### src/rtl/spi_config_sequencer.sv
`default_nettype none
// ============================================================================
// Module   : spi_config_sequencer
// Purpose  : Walks a parent-supplied register table and writes each entry over
//            a mode-0 SPI master, with optional read-back check and retries.
// Revision : 1.0
// ============================================================================
module spi_config_sequencer #(
   parameter int NUM_REGS       = 5,
   parameter int ADDR_WIDTH     = 7,
   parameter int DATA_WIDTH     = 8,
   parameter int NUM_SLAVES     = 2,
   parameter int CLK_DIV        = 4,
   parameter int VERIFY         = 1,
   parameter int MAX_RETRIES    = 3,
   parameter int START_ON_RESET = 1,
   localparam int IW = (NUM_REGS   > 1) ? $clog2(NUM_REGS)   : 1,
   localparam int SW = (NUM_SLAVES > 1) ? $clog2(NUM_SLAVES) : 1
) (
   input  logic                  clk,
   input  logic                  reset_n,
   input  logic                  start,
   output logic [IW-1:0]         cfg_index,
   input  logic [ADDR_WIDTH-1:0] cfg_addr,
   input  logic [DATA_WIDTH-1:0] cfg_data,
   input  logic [SW-1:0]         cfg_slave,
   output logic                  sclk,
   output logic                  mosi,
   input  logic                  miso,
   output logic [NUM_SLAVES-1:0] ss_n,
   output logic                  busy,
   output logic                  done,
   output logic                  error,
   output logic [IW-1:0]         err_index
);
   localparam int c_frame_len = 1 + ADDR_WIDTH + DATA_WIDTH;
   localparam int c_pw        = $clog2(2 * c_frame_len + 2);
   localparam int c_dw        = $clog2(CLK_DIV);
   localparam int c_rw        = (MAX_RETRIES > 0) ? $clog2(MAX_RETRIES + 1) : 1;
   localparam logic [c_pw-1:0]       c_ph_last    = c_pw'(2 * c_frame_len + 1);
   localparam logic [c_pw-1:0]       c_last_bit   = c_pw'(c_frame_len - 1);
   localparam logic [c_pw-1:0]       c_first_data = c_pw'(1 + ADDR_WIDTH);
   localparam logic [c_dw-1:0]       c_div_last   = c_dw'(CLK_DIV - 1);
   localparam logic [c_rw-1:0]       c_retry_max  = c_rw'(MAX_RETRIES);
   localparam logic [IW-1:0]         c_last_idx   = IW'(NUM_REGS - 1);
   localparam logic [31:0]           c_slave_lim  = 32'(NUM_SLAVES);
   localparam logic [NUM_SLAVES-1:0] c_one_hot    = NUM_SLAVES'(1);

   typedef enum logic [3:0] {
      S_IDLE  = 4'd0, S_LOAD = 4'd1, S_WRITE = 4'd2, S_WGAP = 4'd3, S_READ = 4'd4,
      S_RGAP  = 4'd5, S_CHECK = 4'd6, S_DONE = 4'd7, S_ERR  = 4'd8
   } state_t;

   state_t                r_state;
   state_t                w_next;
   logic                  r_armed;
   logic [IW-1:0]         r_index;
   logic [IW-1:0]         r_err_index;
   logic [c_rw-1:0]       r_retry;
   logic [c_dw-1:0]       r_div;
   logic [c_pw-1:0]       r_ph;
   logic [ADDR_WIDTH-1:0] r_addr;
   logic [DATA_WIDTH-1:0] r_data;
   logic [SW-1:0]         r_slave;
   logic [DATA_WIDTH-1:0] r_rx;

   logic                   w_in_frame;
   logic                   w_timed;
   logic                   w_tick;
   logic                   w_rw;
   logic                   w_match;
   logic                   w_slave_bad;
   logic                   w_sample;
   logic                   w_restart;
   logic [c_pw-1:0]        w_bit;
   logic [c_frame_len-1:0] w_word;
   logic [c_frame_len-1:0] w_shift;

   assign cfg_index = r_index;
   assign err_index = r_err_index;

   always_ff @(posedge clk) begin
      if (!reset_n) begin
         r_state <= S_IDLE;
      end else begin
         r_state <= w_next;
      end
   end

   always_comb begin
      w_next      = r_state;
      w_in_frame  = (r_state == S_WRITE) || (r_state == S_READ);
      w_timed     = w_in_frame || (r_state == S_WGAP) || (r_state == S_RGAP);
      w_tick      = (r_div == c_div_last);
      w_rw        = (r_state == S_WRITE);
      w_match     = (VERIFY == 0) || (r_rx == r_data);
      w_slave_bad = (32'(cfg_slave) >= c_slave_lim);
      w_bit       = '0;
      if (r_ph != '0) begin
         w_bit = (r_ph - 1'b1) >> 1;
      end
      if (w_bit > c_last_bit) begin
         w_bit = c_last_bit;
      end
      // miso is taken on the edge that ends a low half-period, i.e. as sclk rises
      w_sample = (r_state == S_READ) && w_tick && r_ph[0] && (r_ph != c_ph_last)
                 && (w_bit >= c_first_data);
      w_word   = {w_rw, r_addr, r_data & {DATA_WIDTH{w_rw}}};
      w_shift  = w_word << w_bit;
      mosi     = w_in_frame && w_shift[c_frame_len-1];
      sclk     = w_in_frame && (r_ph != '0) && !r_ph[0];
      ss_n     = w_in_frame ? ~(c_one_hot << r_slave) : '1;
      busy     = (r_state != S_IDLE) && (r_state != S_DONE) && (r_state != S_ERR);
      done     = (r_state == S_DONE);
      error    = (r_state == S_ERR);

      case (r_state)
         S_IDLE:  if (start || r_armed) w_next = S_LOAD;
         S_LOAD:  w_next = w_slave_bad ? S_ERR : S_WRITE;
         S_WRITE: if (w_tick && (r_ph == c_ph_last)) w_next = S_WGAP;
         S_WGAP:  if (w_tick) w_next = (VERIFY != 0) ? S_READ : S_CHECK;
         S_READ:  if (w_tick && (r_ph == c_ph_last)) w_next = S_RGAP;
         S_RGAP:  if (w_tick) w_next = S_CHECK;
         S_CHECK: begin
            if (w_match) begin
               w_next = (r_index == c_last_idx) ? S_DONE : S_LOAD;
            end else if (r_retry < c_retry_max) begin
               w_next = S_WRITE;
            end else begin
               w_next = S_ERR;
            end
         end
         S_DONE, S_ERR: if (start) w_next = S_LOAD;
         default: w_next = S_IDLE;
      endcase
      w_restart = (w_next == S_LOAD) && (r_state != S_CHECK);
   end

   always_ff @(posedge clk) begin
      if (!reset_n) begin
         r_armed     <= (START_ON_RESET != 0);
         r_index     <= '0;
         r_err_index <= '0;
         r_retry     <= '0;
         r_div       <= '0;
         r_ph        <= '0;
         r_addr      <= '0;
         r_data      <= '0;
         r_slave     <= '0;
         r_rx        <= '0;
      end else begin
         r_armed <= 1'b0;
         // Every state change restarts the half-period timing from zero
         if (w_next != r_state) begin
            r_div <= '0;
            r_ph  <= '0;
         end else if (w_timed) begin
            if (w_tick) begin
               r_div <= '0;
               r_ph  <= r_ph + 1'b1;
            end else begin
               r_div <= r_div + 1'b1;
            end
         end
         if (w_restart) begin
            r_index <= '0;
            r_retry <= '0;
         end
         if (r_state == S_LOAD) begin
            r_addr  <= cfg_addr;
            r_data  <= cfg_data;
            r_slave <= cfg_slave;
            if (w_slave_bad) r_err_index <= r_index;
         end
         if (r_state == S_CHECK) begin
            if (w_next == S_LOAD) begin
               r_index <= r_index + 1'b1;
               r_retry <= '0;
            end else if (w_next == S_WRITE) begin
               r_retry <= r_retry + 1'b1;
            end else if (w_next == S_ERR) begin
               r_err_index <= r_index;
            end
         end
         if (w_sample) r_rx <= DATA_WIDTH'({r_rx, miso});
      end
   end

endmodule
`default_nettype wire

### config.mk
export PLATFORM = sky130hd
export DESIGN_NAME = spi_config_sequencer
export DESIGN_NICKNAME = d
export VERILOG_FILES = /design/src/rtl/spi_config_sequencer.sv
export SDC_FILE = /design/constraint.sdc
export NUM_CORES = 1
export LEC_CHECK = 0
export ABC_AREA = 0
export CORE_MARGIN = 5
export CORE_UTILIZATION = 38
export CTS_CLUSTER_DIAMETER = 40
export DETAILED_ROUTE_END_ITERATION = 8
export GPL_TIMING_DRIVEN = 0
export PLACE_DENSITY = 0.56
export SKIP_CTS_REPAIR_TIMING = 1
export SLEW_MARGIN = 20
export SYNTH_ARGS = -nofsm -noshare
export SYNTH_HDL_FRONTEND = slang
export SYNTH_SLANG_ARGS = --single-unit
export TNS_END_PERCENT = 5
### constraint.sdc
create_clock -name clk -period 6.15 [get_ports clk]
set_input_delay 1.23 -clock clk [delete_from_list [all_inputs] [get_ports clk]]
set_output_delay 1.23 -clock clk [all_outputs]
set_load 0.02 [all_outputs]
==> reports/summary.json, run 1 <==
{
  "yosys": {
    "syn-instance-count": 309,
    "async_reset_ff_share_pct": 0,
    "synthesis.area_um2": 2670,
    "post_synth_top_area_share_pct": 33.7,
    "synth.top_cells.by_count": "sky130_fd_sc_hd__dfxtp_1, sky130_fd_sc_hd__nand2_1, sky130_fd_sc_hd__a21oi_1, sky130_fd_sc_hd__mux2i_1, sky130_fd_sc_hd__nor2_1",
    "synthDistinctLibCells": 64,
    "yosysMostFrequentCell": "sky130_fd_sc_hd__dfxtp_1",
    "seq_area_frac_synth_pct": 33.7,
    "synth_seq_cells": 45,
    "yosys_warnings": 0,
    "synth-edff-count": 0,
    "synthesis.area_per_instance_um2": 8.65,
    "synthTopCellsByArea": "sky130_fd_sc_hd__dfxtp_1, sky130_fd_sc_hd__mux2i_1, sky130_fd_sc_hd__nand2_1",
    "cell_type_contributing_the_most_total_cell_area_after_synthesis": "sky130_fd_sc_hd__dfxtp_1",
    "most_used_flip_flop_cell_after_synthesis": "sky130_fd_sc_hd__dfxtp_1",
    "synthesis.nets": 337
  },
  "min_path": {
    "min_path_cells": 2,
    "worst_hold_path_type": "reg -> reg"
  },
  "flow_run": {
    "maxCapViolCount": 0
  },
  "setup_path": {
    "cp_common_cell": "sky130_fd_sc_hd__nand3_1",
    "critPathArrivalTime_ns": 3.00,
    "setup.worst_path.end_class": "primary output",
    "worst_path_largest_cell_delay_ns": 0.61,
    "timing.reg2reg.worst_path_depth": 6,
    "type_of_element_launching_the_critical_path": "flip-flop",
    "worstPathMaxFanout": 9,
    "crit_chain": "inv_1 > ha_1 > and4bb_2 > o21ai_0 > nand2_1 > o22ai_1 > nand3_1 > nand3_1 > clkdlybuf4s50_1",
    "path_depth": 9,
    "cp_top_delay_family": "buffers and inverters",
    "cp_num_buf_inv": 2,
    "required_ns": 4.92,
    "critical_path.slowest_cell": "sky130_fd_sc_hd__clkdlybuf4s50_1",
    "setup.worst_path.class": "reg -> out"
  },
  "layout": {
    "number_of_nets_in_the_layout": 376,
    "final_layout_size_suffix_gt1_share_pct": 13.2,
    "fillerInstances": 711,
    "layout-area-overhead-vs-synth_pct": 19.8,
    "insertedDiodeCount": 0,
    "final_cell_count_no_fill": 445,
    "post-route-util_pct": 46.8
  },
  "timing": {
    "worst-slew-pin-transition_ns": 0.662,
    "final_hold_viol_count": 0,
    "timing.fmax_mhz": 236,
    "clock_skews_ns": 0.00739,
    "min_period_over_period_pct": 68.8,
    "post-route-min-period_ns": 4.23,
    "drv_slew": 0,
    "timing.setup.tns_ns": 0,
    "final_setup_violating_endpoints": 0,
    "worst_slew_margin_rel_pct": 55.5,
    "rsz0062_at_grt": "false"
  },
  "clocking": {
    "max-clock-path-buffers": 2,
    "cts_tree": "done",
    "numCtsBuffers": 5,
    "clk_pin_slew_worst_paths_ns": 0.09,
    "source_to_sink_clock_delay_at_the_later_pin_of_the_worst_skew_pair_ns": 0.30,
    "htree_num_levels": 2,
    "ctsRootBufferMaster": "sky130_fd_sc_hd__clkbuf_8",
    "clock-sinks": 45
  },
  "power_and_ir_drop": {
    "p_int_uw": 427,
    "power_switching_share_pct": 29.7,
    "power.combinational.fraction_pct": 18.1,
    "leakage_uw": 0.00125,
    "post-layout-total-power_uw": 607,
    "clock_power_share_pct": 30.7,
    "switchingPower_uw": 180,
    "power_density_nw_per_um2": 190,
    "seqPwrFrac_pct": 51.2,
    "irDropWorstVdd_v": 0.0000844
  },
  "drt": {
    "dr.first_iter.drc_count": 111,
    "routed_wl_um": 6270,
    "remaining_drc_errors": 0,
    "vias": 2272,
    "drt_pass1_iterations": 4,
    "ant_nets": 0,
    "post_drt_wl_per_cell_um": 14.1,
    "detail_route.vias_per_cell": 5.11
  },
  "global_route": {
    "first_pass_grt_wire_length_um": 10700,
    "grt_pass1_vias": 2248,
    "antenna_found_initial": 0,
    "globalRouteTotalUtil_pct": 15.1,
    "grt_max_degree": 15,
    "overflow": 0
  },
  "run_status": {
    "run_status": "complete, no violations"
  },
  "floorplan": {
    "floorplan.die_area_um2": 8810,
    "fp.coreArea_um2": 6830,
    "die_outline_width_um": 93.9,
    "num_rows": 30,
    "die_h_um": 93.9,
    "start_util_pct": 39.1,
    "io_pins": 33
  },
  "place": {
    "hpwl_um": 4730,
    "place.gp.congestion": 0.806,
    "dp.cells": 437,
    "place.port_buffers": 32
  }
}
logic make-up after synthesis:
| kind of cell | after synthesis | synth area share, % |
|---|---|---|
| mux | 26 | 9.78 |
| flops | 45 | 33.7 |
| fa+ha+maj | 8 | 3.75 |
| compound gates | 58 | 15.6 |
| buf+inv | 29 | 5.06 |
| xor+xnor | 16 | 5.24 |
| simple gates | 127 | 26.8 |
registers in the layout, summed over array words and instances (netlist names):
register   cells
r_data         8
r_rx           8
r_addr         7
r_ph           6
r_state        4
cfg_index      3
err_index      3
r_div          2
r_retry        2
r_armed        1
r_slave        1
final cells by class:
type | count | area (um2) | area share (%)
multi-input combinational | 235 | 1640 | 51.1
sequential | 45 | 901 | 28.1
timing repair buffer | 32 | 320 | 10.0
tap | 96 | 120 | 3.75
buffer | 17 | 90.1 | 2.81
clock buffer | 6 | 72.6 | 2.27
inverter | 12 | 45.0 | 1.41
clock inverter | 2 | 15.0 | 0.469
power by group through the flow:
stage	Sequential [uW]	Clock, uW	Combinational, uW
4_1_cts	311	192	111
2_1_floorplan	314	0	75.1
6_report	311	187	110
5_1_grt	312	203	122
3_5_place_dp	318	0	111
3_3_place_gp	317	0	110
layer usage:
| metal | vias up | GRT usage (%) | part of all wire (%) |
|---|---|---|---|
| met5 | - | 0 | 0 |
| met1 | 1068 | 20.8 | 50 |
| li1 | 1157 | - | - |
| met4 | 0 | 4.45 | 1.1 |
| met3 | 5 | 2.88 | 3.0 |
| met2 | 42 | 24.0 | 46 |
worst register-to-register path: stages, from the launching register on:
cell and delay [ns]:
sky130_fd_sc_hd__dfxtp_1 0.42, sky130_fd_sc_hd__xnor2_1 0.15, sky130_fd_sc_hd__nand4_1 0.31, sky130_fd_sc_hd__o21ai_1 0.37, sky130_fd_sc_hd__a21boi_1 0.36, sky130_fd_sc_hd__a31o_2 0.40
sky130_fd_sc_hd__nor3_2 0.08
path summary, 6_finish.rpt:
kind,from,endpoint,slack (ns)
setup / recovery,r_ph[1],mosi,1.92
hold / removal,r_addr[1],r_addr[1],0.46
setup reg to reg,r_data[6],r_ph[3],3.96
hold reg to reg,r_addr[1],r_addr[1],0.46
per-stage QoR:
step	instance area, um2	hold WS (ns)	worst slack [ns]
2_1_floorplan	2670	0.436	2.99
3_3_place_gp	3110	0.445	2.26
3_5_place_dp	3110	0.446	2.25
4_1_cts	3200	0.459	1.91
5_1_grt	3200	0.489	1.73
6_report	3200	0.459	1.92
cell usage in the layout, fill, tap and decap left out, types with 2 or more instances in the layout:
| cell type | netlist | final |
|---|---|---|
| sky130_fd_sc_hd__nand3b_1 | 4 | 4 |
| sky130_fd_sc_hd__xnor2_1 | 15 | 15 |
| sky130_fd_sc_hd__clkbuf_8 | 0 | 5 |
| sky130_fd_sc_hd__nor3_2 | 9 | 9 |
| sky130_fd_sc_hd__buf_2 | 6 | 6 |
| sky130_fd_sc_hd__nand2_1 | 43 | 43 |
| sky130_fd_sc_hd__nand4_1 | 3 | 3 |
| sky130_fd_sc_hd__nor2b_1 | 4 | 4 |
| sky130_fd_sc_hd__o22ai_1 | 2 | 2 |
| sky130_fd_sc_hd__and2_1 | 3 | 3 |
| sky130_fd_sc_hd__nand2b_1 | 4 | 4 |
| sky130_fd_sc_hd__or3_1 | 4 | 4 |
| sky130_fd_sc_hd__nor4_1 | 2 | 2 |
| sky130_fd_sc_hd__o21ai_0 | 6 | 6 |
| sky130_fd_sc_hd__nor3_1 | 3 | 3 |
| sky130_fd_sc_hd__inv_1 | 11 | 11 |
| sky130_fd_sc_hd__nand3_1 | 7 | 7 |
| sky130_fd_sc_hd__dfxtp_1 | 45 | 45 |
| sky130_fd_sc_hd__buf_6 | 2 | 2 |
| sky130_fd_sc_hd__clkbuf_1 | 8 | 9 |
| sky130_fd_sc_hd__or2_2 | 3 | 3 |
| sky130_fd_sc_hd__clkdlybuf4s50_1 | 0 | 32 |
| sky130_fd_sc_hd__mux2i_1 | 25 | 25 |
| sky130_fd_sc_hd__and3_1 | 4 | 4 |
| sky130_fd_sc_hd__ha_1 | 8 | 8 |
| sky130_fd_sc_hd__clkinvlp_4 | 0 | 2 |
| sky130_fd_sc_hd__nor2_1 | 24 | 24 |
| sky130_fd_sc_hd__a21oi_1 | 25 | 25 |
Power figures use the tool's default switching activity.
==> run 2: changes to the inputs <==
--- a/config.mk
+++ b/config.mk
@@ -11,7 +11,7 @@
 export CTS_CLUSTER_DIAMETER = 40
 export DETAILED_ROUTE_END_ITERATION = 8
 export GPL_TIMING_DRIVEN = 0
-export PLACE_DENSITY = 0.56
+export PLACE_DENSITY = 0.58
 export SKIP_CTS_REPAIR_TIMING = 1
 export SLEW_MARGIN = 20
 export SYNTH_ARGS = -nofsm -noshare
==> constraint.sdc (replaced) <==
create_clock -name clk -period 3.81 [get_ports clk]
set_input_delay 0.762 -clock clk [delete_from_list [all_inputs] [get_ports clk]]
set_output_delay 0.762 -clock clk [all_outputs]
set_load 0.02 [all_outputs]
==> run 2 against run 1 <==
Effect of this change:
- sequential power rose by 61%
- power grew 62%
- clock-buffer cell count did not move
- die area unchanged
- combinational power is 62% higher
- via count shrank 0.84%
- first-iteration DRC count decreased by 5.4%
- register-to-register slack got worse by 2.3 ns
- critical path depth up 1
==> reports/summary.json, run 2 (synthesis results as in run 1) <==
{
  "run_status": {
    "run_status": {"value": "complete, no violations", "change": "unchanged"}
  },
  "timing": {
    "min_period_over_period_pct": 86.3,
    "worst_slew_margin_rel": {"value": 49.9, "unit": "%", "change": "was 55.5%"},
    "timing.setup.tns": {"value": 0, "unit": "ns", "change": "unchanged"},
    "rsz0062_at_grt": {"value": "false", "change": "unchanged"},
    "final_hold_viol_count": {"value": 0, "change": "unchanged"},
    "worst-slew-pin-transition": {"value": 0.746, "unit": "ns", "change": "was 0.662 ns"},
    "drv_slew": {"value": 0, "change": "unchanged"},
    "post-route-min-period_ns": 3.29,
    "timing.fmax_mhz": 304,
    "clock_skews": {"value": 0.00775, "unit": "ns", "change": "was 0.00739 ns"},
    "final_setup_violating_endpoints": {"value": 0, "change": "unchanged"}
  },
  "setup_path": {
    "worst_path_largest_cell_delay": {"value": 0.38, "unit": "ns", "change": "was 0.61 ns"},
    "crit_chain": {"value": "buf_6 > inv_1 > ha_1 > and4bb_2 > o21ai_0 > nand2_1 > mux2i_1 > o211ai_1 > nand3_1 > dlymetal6s2s_1", "change": "was inv_1 > ha_1 > and4bb_2 > o21ai_0 > nand2_1 > o22ai_1 > nand3_1 > nand3_1 > clkdlybuf4s50_1"},
    "type_of_element_launching_the_critical_path": {"value": "flip-flop", "change": "unchanged"},
    "required": {"value": 3.05, "unit": "ns", "change": "was 4.92 ns"},
    "critPathArrivalTime": {"value": 2.53, "unit": "ns", "change": "was 3.00 ns"},
    "setup.worst_path.end_class": {"value": "primary output", "change": "unchanged"},
    "critical_path.slowest_cell": {"value": "sky130_fd_sc_hd__dfxtp_1", "change": "was sky130_fd_sc_hd__clkdlybuf4s50_1"},
    "worstSetupStartpoint": {"value": "r_ph[0]", "change": "was r_ph[1]"},
    "timing.reg2reg.worst_path_depth": {"value": 6, "change": "unchanged"},
    "crit-reg2reg-launch": {"value": "r_data[6]", "change": "unchanged"},
    "setup.worst_path.class": {"value": "reg -> out", "change": "unchanged"},
    "worstPathMaxFanout": {"value": 9, "change": "unchanged"}
  },
  "power_and_ir_drop": {
    "power_density": {"value": 304, "unit": "nW/um2", "change": "was 190 nW/um2"},
    "leakage": {"value": 0.00128, "unit": "uW", "change": "was 0.00125 uW"},
    "irDropWorstVdd": {"value": 0.000159, "unit": "V", "change": "was 0.0000844 V"}
  },
  "clocking": {
    "ctsRootBufferMaster": {"value": "sky130_fd_sc_hd__clkbuf_8", "change": "unchanged"},
    "max-clock-path-buffers": {"value": 2, "change": "unchanged"},
    "numCtsBuffers": {"value": 5, "change": "unchanged"},
    "cts_tree": {"value": "done", "change": "unchanged"},
    "clock-sinks": {"value": 45, "change": "unchanged"},
    "htree_num_levels": {"value": 2, "change": "unchanged"},
    "source_to_sink_clock_delay_at_the_later_pin_of_the_worst_skew_pair": {"value": 0.30, "unit": "ns", "change": "about the same"},
    "clk_pin_slew_worst_paths": {"value": 0.09, "unit": "ns", "change": "about the same"}
  },
  "drt": {
    "vias": {"value": 2253, "change": "was 2272"},
    "detail_route.vias_per_cell": {"value": 5.05, "change": "was 5.11"},
    "drt_pass1_iterations": {"value": 4, "change": "unchanged"},
    "remaining_drc_errors": {"value": 0, "change": "unchanged"},
    "ant_nets": {"value": 0, "change": "unchanged"},
    "dr.first_iter.drc_count": {"value": 105, "change": "was 111"},
    "routed_wl": {"value": 6170, "unit": "um", "change": "was 6270 um"},
    "post_drt_wl_per_cell": {"value": 13.8, "unit": "um", "change": "was 14.1 um"}
  },
  "global_route": {
    "overflow": {"value": 0, "change": "unchanged"},
    "antenna_found_initial": {"value": 0, "change": "unchanged"},
    "grt_max_degree": {"value": 15, "change": "unchanged"},
    "globalRouteTotalUtil": {"value": 14.9, "unit": "%", "change": "was 15.1%"},
    "first_pass_grt_wire_length": {"value": 10500, "unit": "um", "change": "was 10700 um"},
    "grt_pass1_vias": {"value": 2195, "change": "was 2248"}
  },
  "min_path": {
    "worst_hold_startpoint": {"value": "r_addr[3]", "change": "was r_addr[1]"},
    "min_path_cells": {"value": 2, "change": "unchanged"},
    "worst_hold_path_type": {"value": "reg -> reg", "change": "unchanged"}
  },
  "place": {
    "place.port_buffers": {"value": 32, "change": "unchanged"},
    "hpwl": {"value": 4620, "unit": "um", "change": "was 4730 um"},
    "place.gp.congestion": {"value": 0.804, "change": "was 0.806"},
    "dp.cells": {"value": 437, "change": "unchanged"}
  },
  "layout": {
    "post-route-util": {"value": 47.2, "unit": "%", "change": "was 46.8%"},
    "insertedDiodeCount": {"value": 0, "change": "unchanged"},
    "layout_commonest_cell": {"value": "sky130_fd_sc_hd__dfxtp_1", "change": "unchanged"},
    "final_layout_size_suffix_gt1_share": {"value": 13.7, "unit": "%", "change": "was 13.2%"},
    "reg_top3": {"value": "r_data: 8 flops, r_rx: 8 flops, r_addr: 7 flops", "change": "unchanged"},
    "final_cell_count_no_fill": {"value": 446, "change": "was 445"},
    "layout-area-overhead-vs-synth": {"value": 20.6, "unit": "%", "change": "was 19.8%"},
    "most-common-layout-cells": {"value": "sky130_fd_sc_hd__dfxtp_1, sky130_fd_sc_hd__nand2_1, sky130_fd_sc_hd__clkdlybuf4s50_1", "change": "unchanged"},
    "number_of_nets_in_the_layout": {"value": 377, "change": "was 376"}
  },
  "floorplan": {
    "die_h": {"value": 93.9, "unit": "um", "change": "unchanged"},
    "floorplan.die_area": {"value": 8810, "unit": "um2", "change": "unchanged"},
    "start_util": {"value": 39.1, "unit": "%", "change": "unchanged"},
    "num_rows": {"value": 30, "change": "unchanged"},
    "io_pins": {"value": 33, "change": "unchanged"},
    "fp.coreArea": {"value": 6830, "unit": "um2", "change": "unchanged"},
    "die_outline_width": {"value": 93.9, "unit": "um", "change": "unchanged"}
  },
  "flow_run": {
    "maxCapViolCount": {"value": 0, "change": "unchanged"}
  }
}
-- run 2: cell count changes in the layout (fill, tap and decap cells not counted), sizes merged --
cell           change
dlymetal6s2s       +1
buf                +1
clkdlybuf4s50      -1
-- run 2: final timing paths --
check | end | slack (ns)
max reg2reg | r_ph[0] | 1.61
min | r_addr[3] | 0.46
min reg2reg | r_addr[3] | 0.46
max | mosi | 0.52
-- run 2: power by group --
group          internal [uW]  switching, uW
Sequential               487           14.2
Combinational           72.5            105
Clock                    130            173
Total                    689            292
-- run 2: area by class of cell --
class | count | area, um2
multi-input combinational | 235 | 1640
sequential | 45 | 902
timing repair buffer | 33 | 343
buffer | 17 | 90.1
clock buffer | 6 | 72.6
fill | 700 | 3610
clock inverter | 2 | 15.0
inverter | 12 | 45.0
tap | 96 | 120
-- run 2: metal layers --
metal  routed length (um)  GRT usage [%]  up-vias  share of wire [%]
met1                 3100           20.6     1050                 50
li1                     -              -     1156                  -
met4                   72           4.33        0                1.2
met5                    0              0        -                  0
met3                  209           2.72        6                3.4
met2                 2780           23.6       41                 45
-- run 2: per-stage QoR --
step	setup slack [ns]	hold slack, ns	cell area, um2	power [uW]
5_1_grt	0.302	0.484	3220	1030
3_3_place_gp	0.397	0.446	3110	689
3_5_place_dp	0.384	0.448	3110	691
4_1_cts	0.0556	0.461	3200	995
2_1_floorplan	1.12	0.436	2670	629
6_report	0.520	0.461	3220	981
-- run 2: critical path, delay by kind of cell (launching register included) --
family	cells	cell delay (ns)
mux	1	0.15
fa+ha+maj	1	0.35
buf+inv	3	0.46
flops	1	0.38
simple gates	3	0.52
compound gates	2	0.37
==> run 3: changes to the inputs <==
--- a/config.mk
+++ b/config.mk
@@ -11,6 +11,7 @@
 export CTS_CLUSTER_DIAMETER = 40
 export DETAILED_ROUTE_END_ITERATION = 8
 export GPL_TIMING_DRIVEN = 0
+export MAX_ROUTING_LAYER = met4
 export PLACE_DENSITY = 0.58
 export SKIP_CTS_REPAIR_TIMING = 1
 export SLEW_MARGIN = 20
==> run 3 against run 2 <==
Effect of this change:
- critical path depth did not move
- clock power barely moved
- final cell count unchanged
- sequential share of layout area stayed put
- die area unchanged
- first-iteration DRC count decreased by 6.7%
- non-clock buffer count stayed put
- final area unchanged
- flip-flop and latch count is the same
- register-to-register slack about the same
- clock skew is 0.0019 ns higher
- sequential power hardly changed
==> reports/summary.json, run 3 (synthesis results as in run 1) <==
{
  "layout": {
    "most-common-layout-cells": {"value": "sky130_fd_sc_hd__dfxtp_1, sky130_fd_sc_hd__nand2_1, sky130_fd_sc_hd__clkdlybuf4s50_1", "change": "unchanged"},
    "seqCellArea": {"value": 902, "unit": "um2", "change": "unchanged"},
    "fillerInstances": {"value": 700, "change": "unchanged"},
    "layout_commonest_cell": {"value": "sky130_fd_sc_hd__dfxtp_1", "change": "unchanged"},
    "layout-area-overhead-vs-synth": {"value": 20.6, "unit": "%", "change": "unchanged"},
    "number_of_nets_in_the_layout": {"value": 377, "change": "unchanged"},
    "final_layout_size_suffix_gt1_share": {"value": 13.7, "unit": "%", "change": "unchanged"},
    "reg_top3": {"value": "r_data: 8 flops, r_rx: 8 flops, r_addr: 7 flops", "change": "unchanged"},
    "multi_input_combinational_cell_area": {"value": 1640, "unit": "um2", "change": "unchanged"},
    "final_cell_count_no_fill": {"value": 446, "change": "unchanged"},
    "insertedDiodeCount": {"value": 0, "change": "unchanged"}
  },
  "flow_run": {
    "maxCapViolCount": {"value": 0, "change": "unchanged"}
  },
  "floorplan": {
    "io_pins": {"value": 33, "change": "unchanged"},
    "start_util": {"value": 39.1, "unit": "%", "change": "unchanged"},
    "die_h": {"value": 93.9, "unit": "um", "change": "unchanged"},
    "die_outline_width": {"value": 93.9, "unit": "um", "change": "unchanged"},
    "fp.coreArea": {"value": 6830, "unit": "um2", "change": "unchanged"},
    "num_rows": {"value": 30, "change": "unchanged"},
    "floorplan.die_area": {"value": 8810, "unit": "um2", "change": "unchanged"}
  },
  "setup_path": {
    "critPathArrivalTime": {"value": 2.53, "unit": "ns", "change": "about the same"},
    "setup.worst_path.class": {"value": "reg -> out", "change": "unchanged"},
    "setup.worst_path.end_class": {"value": "primary output", "change": "unchanged"},
    "worstPathMaxFanout": {"value": 9, "change": "unchanged"},
    "required": {"value": 3.05, "unit": "ns", "change": "about the same"},
    "type_of_element_launching_the_critical_path": {"value": "flip-flop", "change": "unchanged"}
  },
  "drt": {
    "drt_pass1_iterations": {"value": 4, "change": "unchanged"},
    "post_drt_wl_per_cell": {"value": 13.8, "unit": "um", "change": "about the same"},
    "detail_route.vias_per_cell": {"value": 5.08, "change": "was 5.05"},
    "remaining_drc_errors": {"value": 0, "change": "unchanged"},
    "vias": {"value": 2264, "change": "was 2253"},
    "routed_wl": {"value": 6150, "unit": "um", "change": "was 6170 um"},
    "dr.first_iter.drc_count": {"value": 98, "change": "was 105"},
    "ant_nets": {"value": 0, "change": "unchanged"}
  },
  "timing": {
    "post-route-min-period": {"value": 3.29, "unit": "ns", "change": "about the same"},
    "drv_slew": {"value": 0, "change": "unchanged"},
    "timing.fmax": {"value": 304, "unit": "MHz", "change": "about the same"},
    "worst_slew_margin_rel": {"value": 50.1, "unit": "%", "change": "was 49.9%"},
    "rsz0062_at_grt": {"value": "false", "change": "unchanged"},
    "timing.setup.tns": {"value": 0, "unit": "ns", "change": "unchanged"},
    "final_hold_viol_count": {"value": 0, "change": "unchanged"},
    "min_period_over_period": {"value": 86.3, "unit": "%", "change": "about the same"},
    "clock_skews": {"value": 0.00965, "unit": "ns", "change": "was 0.00775 ns"},
    "final_setup_violating_endpoints": {"value": 0, "change": "unchanged"},
    "worst-slew-pin-transition": {"value": 0.743, "unit": "ns", "change": "was 0.746 ns"}
  },
  "run_status": {
    "run_status": {"value": "complete, no violations", "change": "unchanged"}
  },
  "global_route": {
    "antenna_found_initial": {"value": 0, "change": "unchanged"},
    "globalRouteTotalUtil": {"value": 15.3, "unit": "%", "change": "was 14.9%"},
    "grt_pass1_vias": {"value": 2191, "change": "was 2195"},
    "grt_max_degree": {"value": 15, "change": "unchanged"},
    "overflow": {"value": 0, "change": "unchanged"},
    "first_pass_grt_wire_length": {"value": 10500, "unit": "um", "change": "about the same"}
  },
  "clocking": {
    "clk_pin_slew_worst_paths": {"value": 0.09, "unit": "ns", "change": "about the same"},
    "max-clock-path-buffers": {"value": 2, "change": "unchanged"},
    "cts_tree": {"value": "done", "change": "unchanged"},
    "ctsRootBufferMaster": {"value": "sky130_fd_sc_hd__clkbuf_8", "change": "unchanged"},
    "numCtsBuffers": {"value": 5, "change": "unchanged"},
    "source_to_sink_clock_delay_at_the_later_pin_of_the_worst_skew_pair": {"value": 0.30, "unit": "ns", "change": "about the same"},
    "clock-sinks": {"value": 45, "change": "unchanged"},
    "htree_num_levels": {"value": 2, "change": "unchanged"}
  },
  "power_and_ir_drop": {
    "power_density": {"value": 303, "unit": "nW/um2", "change": "was 304 nW/um2"},
    "leakage": {"value": 0.00128, "unit": "uW", "change": "unchanged"},
    "power.combinational.fraction": {"value": 18.1, "unit": "%", "change": "about the same"},
    "p_int": {"value": 689, "unit": "uW", "change": "about the same"},
    "switchingPower": {"value": 290, "unit": "uW", "change": "was 292 uW"},
    "irDropWorstVdd": {"value": 0.000158, "unit": "V", "change": "was 0.000159 V"},
    "power_switching_share": {"value": 29.6, "unit": "%", "change": "was 29.8%"},
    "seqPwrFrac": {"value": 51.2, "unit": "%", "change": "was 51.1%"},
    "clock_power_share": {"value": 30.7, "unit": "%", "change": "was 30.8%"}
  },
  "place": {
    "dp.cells": {"value": 437, "change": "unchanged"},
    "hpwl": {"value": 4620, "unit": "um", "change": "unchanged"},
    "place.gp.congestion": {"value": 0.816, "change": "was 0.804"},
    "place.port_buffers": {"value": 32, "change": "unchanged"}
  },
  "min_path": {
    "worst_hold_path_type": {"value": "reg -> reg", "change": "unchanged"}
  }
}
==> run 3: critical path: stages (launching register included) <==
cell,delay [ns]
sky130_fd_sc_hd__dfxtp_1,0.38
sky130_fd_sc_hd__buf_6,0.16
sky130_fd_sc_hd__inv_1,0.08
sky130_fd_sc_hd__ha_1,0.35
sky130_fd_sc_hd__and4bb_2,0.25
sky130_fd_sc_hd__o21ai_0,0.21
sky130_fd_sc_hd__nand2_1,0.16
sky130_fd_sc_hd__mux2i_1,0.15
sky130_fd_sc_hd__o211ai_1,0.16
sky130_fd_sc_hd__nand3_1,0.11
sky130_fd_sc_hd__dlymetal6s2s_1,0.22
==> run 3: final cells by class <==
cell class	instances	share of cell area (%)
repair buffers	33	10.6
inverters	12	1.40
plain buffers	17	2.79
clock buffers	6	2.25
flip-flops and latches	45	28.0
clock inverters	2	0.466
multi-input cells	235	50.8
well taps	96	3.73
==> run 3: per-layer routing <==
layer	track usage (%)	part of all wire, %	up-vias
met3	2.64	2.4	6
met2	23.6	45	33
met4	4.33	1.2	0
met1	20.7	51	1069
li1	-	-	1156
met5	-	0	-
==> run 3: worst paths after layout <==
| kind | from | end | slack, ns | depth (start not counted) |
|---|---|---|---|---|
| worst max-delay path | r_ph[0] | mosi | 0.52 | 10 |
| worst min-delay path | r_addr[5] | r_addr[5] | 0.46 | 2 |
| worst max register to register | r_data[6] | r_ph[0] | 1.61 | 6 |
| worst min register to register | r_addr[5] | r_addr[5] | 0.46 | 2 |
==> run 3: per-stage QoR <==
stage               area (um2)  util (%)  worst slack [ns]  hold WS (ns)  power, uW
floorplan                 2670         -              1.12         0.436        629
global placement          3110      45.6             0.397         0.446        689
detailed placement        3110      45.6             0.384         0.448        691
CTS                       3200      46.8            0.0556         0.461        995
global route              3220      47.2             0.302         0.484       1030
finish                    3220      47.2             0.520         0.460        979
==> run 3: power by group through the flow <==
stage / combinational (uW) / sequential, uW / clock, uW
after floorplan: 121 / 508 / 0
after global placement: 178 / 512 / 0
after detailed placement: 179 / 512 / 0
after CTS: 180 / 501 / 314
after global routing: 197 / 503 / 329
final: 178 / 501 / 300
